--- config.mk ---
export PLATFORM = sky130hd
export DESIGN_NAME = apb_master_flat
export DESIGN_NICKNAME = d
export VERILOG_FILES = /design/src/rtl/apb_master_pkg.sv /design/src/rtl/apb_master_if.sv /design/src/rtl/apb_master.sv /design/src/flat_wrapper.sv
export SDC_FILE = /design/constraint.sdc
export NUM_CORES = 1
export LEC_CHECK = 0
export CAP_MARGIN = 15
export CORE_UTILIZATION = 32
export DETAILED_ROUTE_END_ITERATION = 7
export PLACE_DENSITY = 0.6
export RECOVER_POWER = 100
export SETUP_SLACK_MARGIN = 0.5
export SLEW_MARGIN = 20
export SYNTH_ARGS = -nofsm -noshare
export SYNTH_HDL_FRONTEND = slang
export SYNTH_SLANG_ARGS = --single-unit
--- constraint.sdc ---
create_clock -name clk -period 3.03 [get_ports clk]
set_input_delay 0.909 -clock clk [delete_from_list [all_inputs] [get_ports clk]]
set_output_delay 0.909 -clock clk [all_outputs]
set_load 0.02 [all_outputs]
--- src/rtl/apb_master_pkg.sv ---
// Shared definitions for the APB requester: FSM states, slave-select codes and default widths.
package apb_pkg;

  typedef enum logic [1:0] {
    IDLE   = 2'd0,
    SETUP  = 2'd1,
    ACCESS = 2'd2,
    RESP   = 2'd3
  } state_t;

  typedef logic [1:0] sel_t;

  localparam sel_t SEL_NONE = 2'd0;
  localparam sel_t SEL_S1   = 2'd1;
  localparam sel_t SEL_S2   = 2'd2;
  localparam sel_t SEL_S3   = 2'd3;

  localparam int unsigned DEF_ADDR_W  = 8;
  localparam int unsigned DEF_DATA_W  = 8;
  localparam int unsigned DEF_TIMEOUT = 255;

endpackage

--- src/rtl/apb_master_if.sv ---
// Host command/response port plus the shared APB bus, seen from the requester (master) or its environment (slave).
interface apb_master_if #(
  parameter int ADDR_W = 8,
  parameter int DATA_W = 8
);
  logic              req_valid;
  logic              req_ready;
  logic              req_write;
  logic [1:0]        req_id;
  logic [ADDR_W-1:0] req_addr;
  logic [DATA_W-1:0] req_wdata;

  logic              rsp_valid;
  logic              rsp_ready;
  logic [DATA_W-1:0] rsp_rdata;
  logic              rsp_error;

  logic [1:0]        sel;
  logic              enable;
  logic              write;
  logic [ADDR_W-1:0] addr;
  logic [DATA_W-1:0] wdata;
  logic [DATA_W-1:0] rdata;
  logic              ready;

  modport master (
    input  req_valid, req_write, req_id, req_addr, req_wdata, rsp_ready, rdata, ready,
    output req_ready, rsp_valid, rsp_rdata, rsp_error, sel, enable, write, addr, wdata
  );

  modport slave (
    output req_valid, req_write, req_id, req_addr, req_wdata, rsp_ready, rdata, ready,
    input  req_ready, rsp_valid, rsp_rdata, rsp_error, sel, enable, write, addr, wdata
  );
endinterface

--- src/rtl/apb_master.sv ---
// APB requester: one host command at a time through SETUP/ACCESS, with a bounded wait for slave ready.
module apb_master #(
  parameter int ADDR_W  = 8,
  parameter int DATA_W  = 8,
  parameter int TIMEOUT = 255
) (
  input  logic          clk,
  input  logic          reset,
  apb_master_if.master  bus
);
  import apb_pkg::*;

  // Keep at least one counter bit so TIMEOUT=0 (no abort) still elaborates.
  localparam int CNT_W = (TIMEOUT > 0) ? $clog2(TIMEOUT + 1) : 1;

  state_t             state;
  sel_t               sel_r;
  logic               enable_r;
  logic               write_r;
  logic [ADDR_W-1:0]  addr_r;
  logic [DATA_W-1:0]  wdata_r;
  logic               rsp_valid_r;
  logic [DATA_W-1:0]  rsp_rdata_r;
  logic               rsp_error_r;
  logic [CNT_W-1:0]   wait_cnt;
  logic [CNT_W-1:0]   wait_cnt_nxt;
  logic               timed_out;

  always_comb begin
    wait_cnt_nxt = wait_cnt + CNT_W'(1);
    timed_out    = (TIMEOUT != 0) && (wait_cnt_nxt == CNT_W'(TIMEOUT));
  end

  always_ff @(posedge clk or posedge reset) begin
    if (reset) begin
      state       <= IDLE;
      sel_r       <= SEL_NONE;
      enable_r    <= 1'b0;
      write_r     <= 1'b0;
      addr_r      <= '0;
      wdata_r     <= '0;
      rsp_valid_r <= 1'b0;
      rsp_rdata_r <= '0;
      rsp_error_r <= 1'b0;
      wait_cnt    <= '0;
    end else begin
      case (state)
        IDLE: begin
          if (bus.req_valid) begin
            if (bus.req_id != SEL_NONE) begin
              // Bus outputs load on the accept edge so SETUP is visible for exactly one cycle.
              sel_r    <= bus.req_id;
              write_r  <= bus.req_write;
              addr_r   <= bus.req_addr;
              wdata_r  <= bus.req_wdata;
              enable_r <= 1'b0;
              wait_cnt <= '0;
              state    <= SETUP;
            end else begin
              rsp_valid_r <= 1'b1;
              rsp_error_r <= 1'b1;
              rsp_rdata_r <= '0;
              state       <= RESP;
            end
          end
        end

        SETUP: begin
          enable_r <= 1'b1;
          state    <= ACCESS;
        end

        ACCESS: begin
          if (bus.ready) begin
            rsp_rdata_r <= write_r ? '0 : bus.rdata;
            rsp_error_r <= 1'b0;
            rsp_valid_r <= 1'b1;
            sel_r       <= SEL_NONE;
            enable_r    <= 1'b0;
            state       <= RESP;
          end else if (timed_out) begin
            rsp_rdata_r <= '0;
            rsp_error_r <= 1'b1;
            rsp_valid_r <= 1'b1;
            sel_r       <= SEL_NONE;
            enable_r    <= 1'b0;
            state       <= RESP;
          end else begin
            wait_cnt <= wait_cnt_nxt;
          end
        end

        RESP: begin
          if (bus.rsp_ready) begin
            rsp_valid_r <= 1'b0;
            state       <= IDLE;
          end
        end

        default: state <= IDLE;
      endcase
    end
  end

  assign bus.req_ready = (state == IDLE);
  assign bus.rsp_valid = rsp_valid_r;
  assign bus.rsp_rdata = rsp_rdata_r;
  assign bus.rsp_error = rsp_error_r;
  assign bus.sel       = sel_r;
  assign bus.enable    = enable_r;
  assign bus.write     = write_r;
  assign bus.addr      = addr_r;
  assign bus.wdata     = wdata_r;

endmodule

--- src/flat_wrapper.sv ---
// flat-port wrapper written by rule: the top's interface ports become plain ports
module apb_master_flat import apb_pkg::*;
#(
  parameter int ADDR_W  = 8,
  parameter int DATA_W  = 8,
  parameter int TIMEOUT = 255
)
  (clk, reset, bus_req_valid, bus_req_write, bus_req_id, bus_req_addr, bus_req_wdata, bus_rsp_ready, bus_rdata, bus_ready, bus_req_ready, bus_rsp_valid, bus_rsp_rdata, bus_rsp_error, bus_sel, bus_enable, bus_write, bus_addr, bus_wdata);
  apb_master_if #(.ADDR_W(ADDR_W), .DATA_W(DATA_W)) bus_i ();
  input  logic clk;
  input  logic reset;
  input wire logic [$bits(bus_i.req_valid)-1:0] bus_req_valid;
  input wire logic [$bits(bus_i.req_write)-1:0] bus_req_write;
  input wire logic [$bits(bus_i.req_id)-1:0] bus_req_id;
  input wire logic [$bits(bus_i.req_addr)-1:0] bus_req_addr;
  input wire logic [$bits(bus_i.req_wdata)-1:0] bus_req_wdata;
  input wire logic [$bits(bus_i.rsp_ready)-1:0] bus_rsp_ready;
  input wire logic [$bits(bus_i.rdata)-1:0] bus_rdata;
  input wire logic [$bits(bus_i.ready)-1:0] bus_ready;
  output wire logic [$bits(bus_i.req_ready)-1:0] bus_req_ready;
  output wire logic [$bits(bus_i.rsp_valid)-1:0] bus_rsp_valid;
  output wire logic [$bits(bus_i.rsp_rdata)-1:0] bus_rsp_rdata;
  output wire logic [$bits(bus_i.rsp_error)-1:0] bus_rsp_error;
  output wire logic [$bits(bus_i.sel)-1:0] bus_sel;
  output wire logic [$bits(bus_i.enable)-1:0] bus_enable;
  output wire logic [$bits(bus_i.write)-1:0] bus_write;
  output wire logic [$bits(bus_i.addr)-1:0] bus_addr;
  output wire logic [$bits(bus_i.wdata)-1:0] bus_wdata;
  assign bus_i.req_valid = bus_req_valid;
  assign bus_i.req_write = bus_req_write;
  assign bus_i.req_id = bus_req_id;
  assign bus_i.req_addr = bus_req_addr;
  assign bus_i.req_wdata = bus_req_wdata;
  assign bus_i.rsp_ready = bus_rsp_ready;
  assign bus_i.rdata = bus_rdata;
  assign bus_i.ready = bus_ready;
  assign bus_req_ready = bus_i.req_ready;
  assign bus_rsp_valid = bus_i.rsp_valid;
  assign bus_rsp_rdata = bus_i.rsp_rdata;
  assign bus_rsp_error = bus_i.rsp_error;
  assign bus_sel = bus_i.sel;
  assign bus_enable = bus_i.enable;
  assign bus_write = bus_i.write;
  assign bus_addr = bus_i.addr;
  assign bus_wdata = bus_i.wdata;
  apb_master #(.ADDR_W(ADDR_W), .DATA_W(DATA_W), .TIMEOUT(TIMEOUT)) u_core (.clk(clk), .reset(reset), .bus(bus_i));
endmodule
==> metrics.md <==
| Metric | Value |
|---|---|
| Detailed Place HPWL | `3.00 mm` |
| Detailed-route via count | `1,525` |
| Max-slew headroom | `34.7%` |
| First-pass DRT Iterations | `4` |
| Remaining global-route overflow | `0` |
| Critical Path AT | `approximately 2.9 ns` |
| RD Place Congestion | `0.805` |
| Mapped Nets | `between 200 and 250` |
| Reg clk slew, reported paths | `about 0.08 ns` |
| Launching point of the worst reg2reg path | `u_core.state[0]` |
| Met3 WL | `between 200 and 300 um` |
| Starting Density | `about a third` |
| Max IR drop VDD | `around 0.37 mV` |
| Worst Setup End Kind | `register` |
| Post-layout nets | `between 200 and 300` |
| Die W | `a little under 80 um` |
| Antenna violations before repair | `0` |
| H-Tree Depth | `2` |
| Post-synth cell types | `37` |
| Syn_area_per_cell | `11.6 sq um` |
| Port bufs | `62` |
| #FFs+latches synth | `40` |
| Largest net degree at the start of global routing | `41` |
| Hold path cells | `1` |
| Hold Vio Cnt, Final | `0` |
| Post-Route M1 WL | `1.98 mm` |
| Synth warn | `0` |
| CTS tree | `done` |
| Top layer in use | `met4` |
| Reg2reg path depth | `8` |
| Die area | `roughly 0.0063 sq mm` |
| Dpl cell area | `0.00264 sq mm` |
| Layout cells sized above 1 | `roughly 15%` |
| Max-Cap Viols | `0` |
| Synth-to-Final Area Change | `42.4%` |
| Crit path max fanout | `9` |
| Total GRT Usage | `14.2%` |
| First-pass GRT wire length | `6.88 mm` |
| RSZ-0062 raised after global routing | `no` |
| Residual DRC | `0` |
| Period minus WS final | `between 2 and 3 ns` |
| Req. time, crit path | `roughly 3.2 ns` |
| Most common cell after layout, fill and taps aside | `dfrtp_1` |
| Hold_sp | `u_core.bus.rsp_valid` |
| Async SR Flop Fraction | `between 90% and 100%` |
| DRT antenna net count | `0` |
| Placed cell count | `around 300` |
| Clock buffer count from CTS | `5` |
| TNS Setup | `0 ns` |
| FF-to-FF End | `u_core.wait_cnt[2]` |
| Flop2flop setup slack | `0.67 ns` |
| Worst-skew pair later-pin latency | `around 0.29 ns` |
| Design area | `between 0.002 and 0.003 sq mm` |
| Diodes inserted | `0` |
| Final cell count without fillers | `between 300 and 400` |
| Final setup viols | `0` |
| DR vias/cell | `4.98` |
| Fmax | `378 MHz` |
| Worst min path class | `reg2reg` |
| Sequential area share after synthesis | `52.2%` |
| Worst-margin pin slew | `about 0.98 ns` |
| Most frequent cells in the layout | `dfrtp_1 (40), dlygate4sd3_1 (31), clkdlybuf4s50_1 (30)` |
| Core area | `approximately 0.0056 sq mm` |
| Synthesized area | `approximately 0.0019 sq mm` |
| 1st-iter DRT viols | `33` |
| Filler cells | `532` |
| Clock skew | `just over 0.005 ns` |
| Final Max Tran Viols | `0` |
| Die H | `between 70 and 80 um` |
| Run status | `finished clean` |
| Clk sinks | `40` |
| Final period util | `a little under 90%` |
| Leakage | `1.19 nW` |
| WL/cell | `13.6 um` |
| Number of core rows | `27` |
| Post-CTS Setup Bufs | `0` |
| Layout Utilization | `48.5%` |
| Met2 wire len | `approximately 1.8 mm` |
| Drt total wl | `about 4.1 mm` |
| Crit Path Class | `in2reg` |
| Clk Tree Root Cell | `clkbuf_8` |
| CP Launch Type | `input port` |
| Post-synth EDFFs | `0` |
| Primary FF master, synth | `dfrtp_1` |
| Post-Syn Instances | `165` |
| Worst hold endpoint | `u_core.bus.rsp_valid` |
| Vias in the first global route | `around 1,500` |
| Tot Pwr | `~0.0024 W` |
| Num ports | `63` |
| Pwr dens | `about 900 mW/mm^2` |
| Longest Clk Path Bufs | `2` |
[cell families (layout without fill, tap and decap cells)]
family	Yosys count	after routing	share of synthesized area (%)
DFF	40	40	52.2
and+or+nand+nor	48	48	13.6
muxes	23	23	13.4
AOI/OAI and AO/OA	35	35	14.0
adders and majority gates	7	7	4.56
buffers and inverters	12	81	2.41
[flip-flops by register name, summed over array words and instances (netlist names)]
register and flops:
u_core.bus.addr 8, u_core.bus.rsp_rdata 8, u_core.bus.wdata 8, u_core.wait_cnt 8
u_core.bus.sel 2, u_core.state 2, u_core.bus.enable 1, u_core.bus.rsp_error 1
u_core.bus.rsp_valid 1, u_core.bus.write 1
[critical path, stage by stage]
cell and delay [ns]:
clkdlybuf4s50_1 0.52, nor2_1 0.09, or2_2 0.30, and2_0 0.29, nand2b_1 0.25, or2_2 0.33, o211ai_1 0.16
[final cells by class]
cell class | instances | area [sq um] | share of cell area (%)
inverter | 7 | 26.3 | 0.961
clock buffer | 6 | 72.6 | 2.65
tap | 72 | 90.1 | 3.30
multi-input combinational | 113 | 868 | 31.8
timing repair buffer | 66 | 641 | 23.4
clock inverter | 2 | 35.0 | 1.28
sequential | 40 | 1000 | 36.6
[cell usage after synthesis, types with 3 or more instances]
master	number	area [sq um]
inv_1	7	26.3
dfrtp_1	40	1000
or2_2	3	18.8
a21oi_1	6	30.0
o2bb2ai_1	3	26.3
o21ai_0	3	15.0
ha_1	7	87.6
nand2_1	15	56.3
or4_1	3	22.5
clkbuf_1	3	11.3
o211ai_1	6	45.0
mux2i_1	5	50.1
nand2b_1	5	31.3
mux2_2	17	191
a22o_1	8	70.1
nand3_1	7	35.0
[routing by layer]
layer / track usage, % / vias to the layer above
li1: - / 738
met1: 18.1 / 735
met2: 22.8 / 48
met3: 4.57 / 4
met4: 4.36 / 0
met5: 0 / -
[how the worst max path moves through the flow]
stage | startpoint | cells past startpoint | to | slack [ns]
5_1_grt | bus_req_id[0] | 7 | u_core.wait_cnt[2] | 0.28
6_report | bus_req_id[0] | 7 | u_core.wait_cnt[2] | 0.39
3_5_place_dp | bus_req_id[1] | 7 | u_core.wait_cnt[2] | 0.19
4_1_cts | bus_req_id[0] | 7 | u_core.wait_cnt[2] | 0.51
3_3_place_gp | bus_req_id[0] | 7 | u_core.wait_cnt[4] | 0.21
2_1_floorplan | bus_req_id[0] | 5 | u_core.bus.addr[0] | 0.64
[where the power goes]
part           switching (W)  internal (W)  total [W]
logic               0.000594      0.000541    0.00114
registers           0.000105      0.000730   0.000836
clock network       0.000180      0.000244   0.000424
[metrics by stage]
step           setup slack [ns]  hold slack [ns]
2_1_floorplan             0.640            0.487
3_3_place_gp              0.211            0.477
3_5_place_dp              0.186            0.481
4_1_cts                   0.511            0.503
5_1_grt                   0.278            0.512
6_report                  0.388            0.492
[repair_timing]
item,4_1_cts,5_1_grt
hold buffers,0,0
cloned,0,0
resized for setup,2,3
setup endpoints to repair,5,15
No activity file was read; power rests on OpenSTA's default activity.
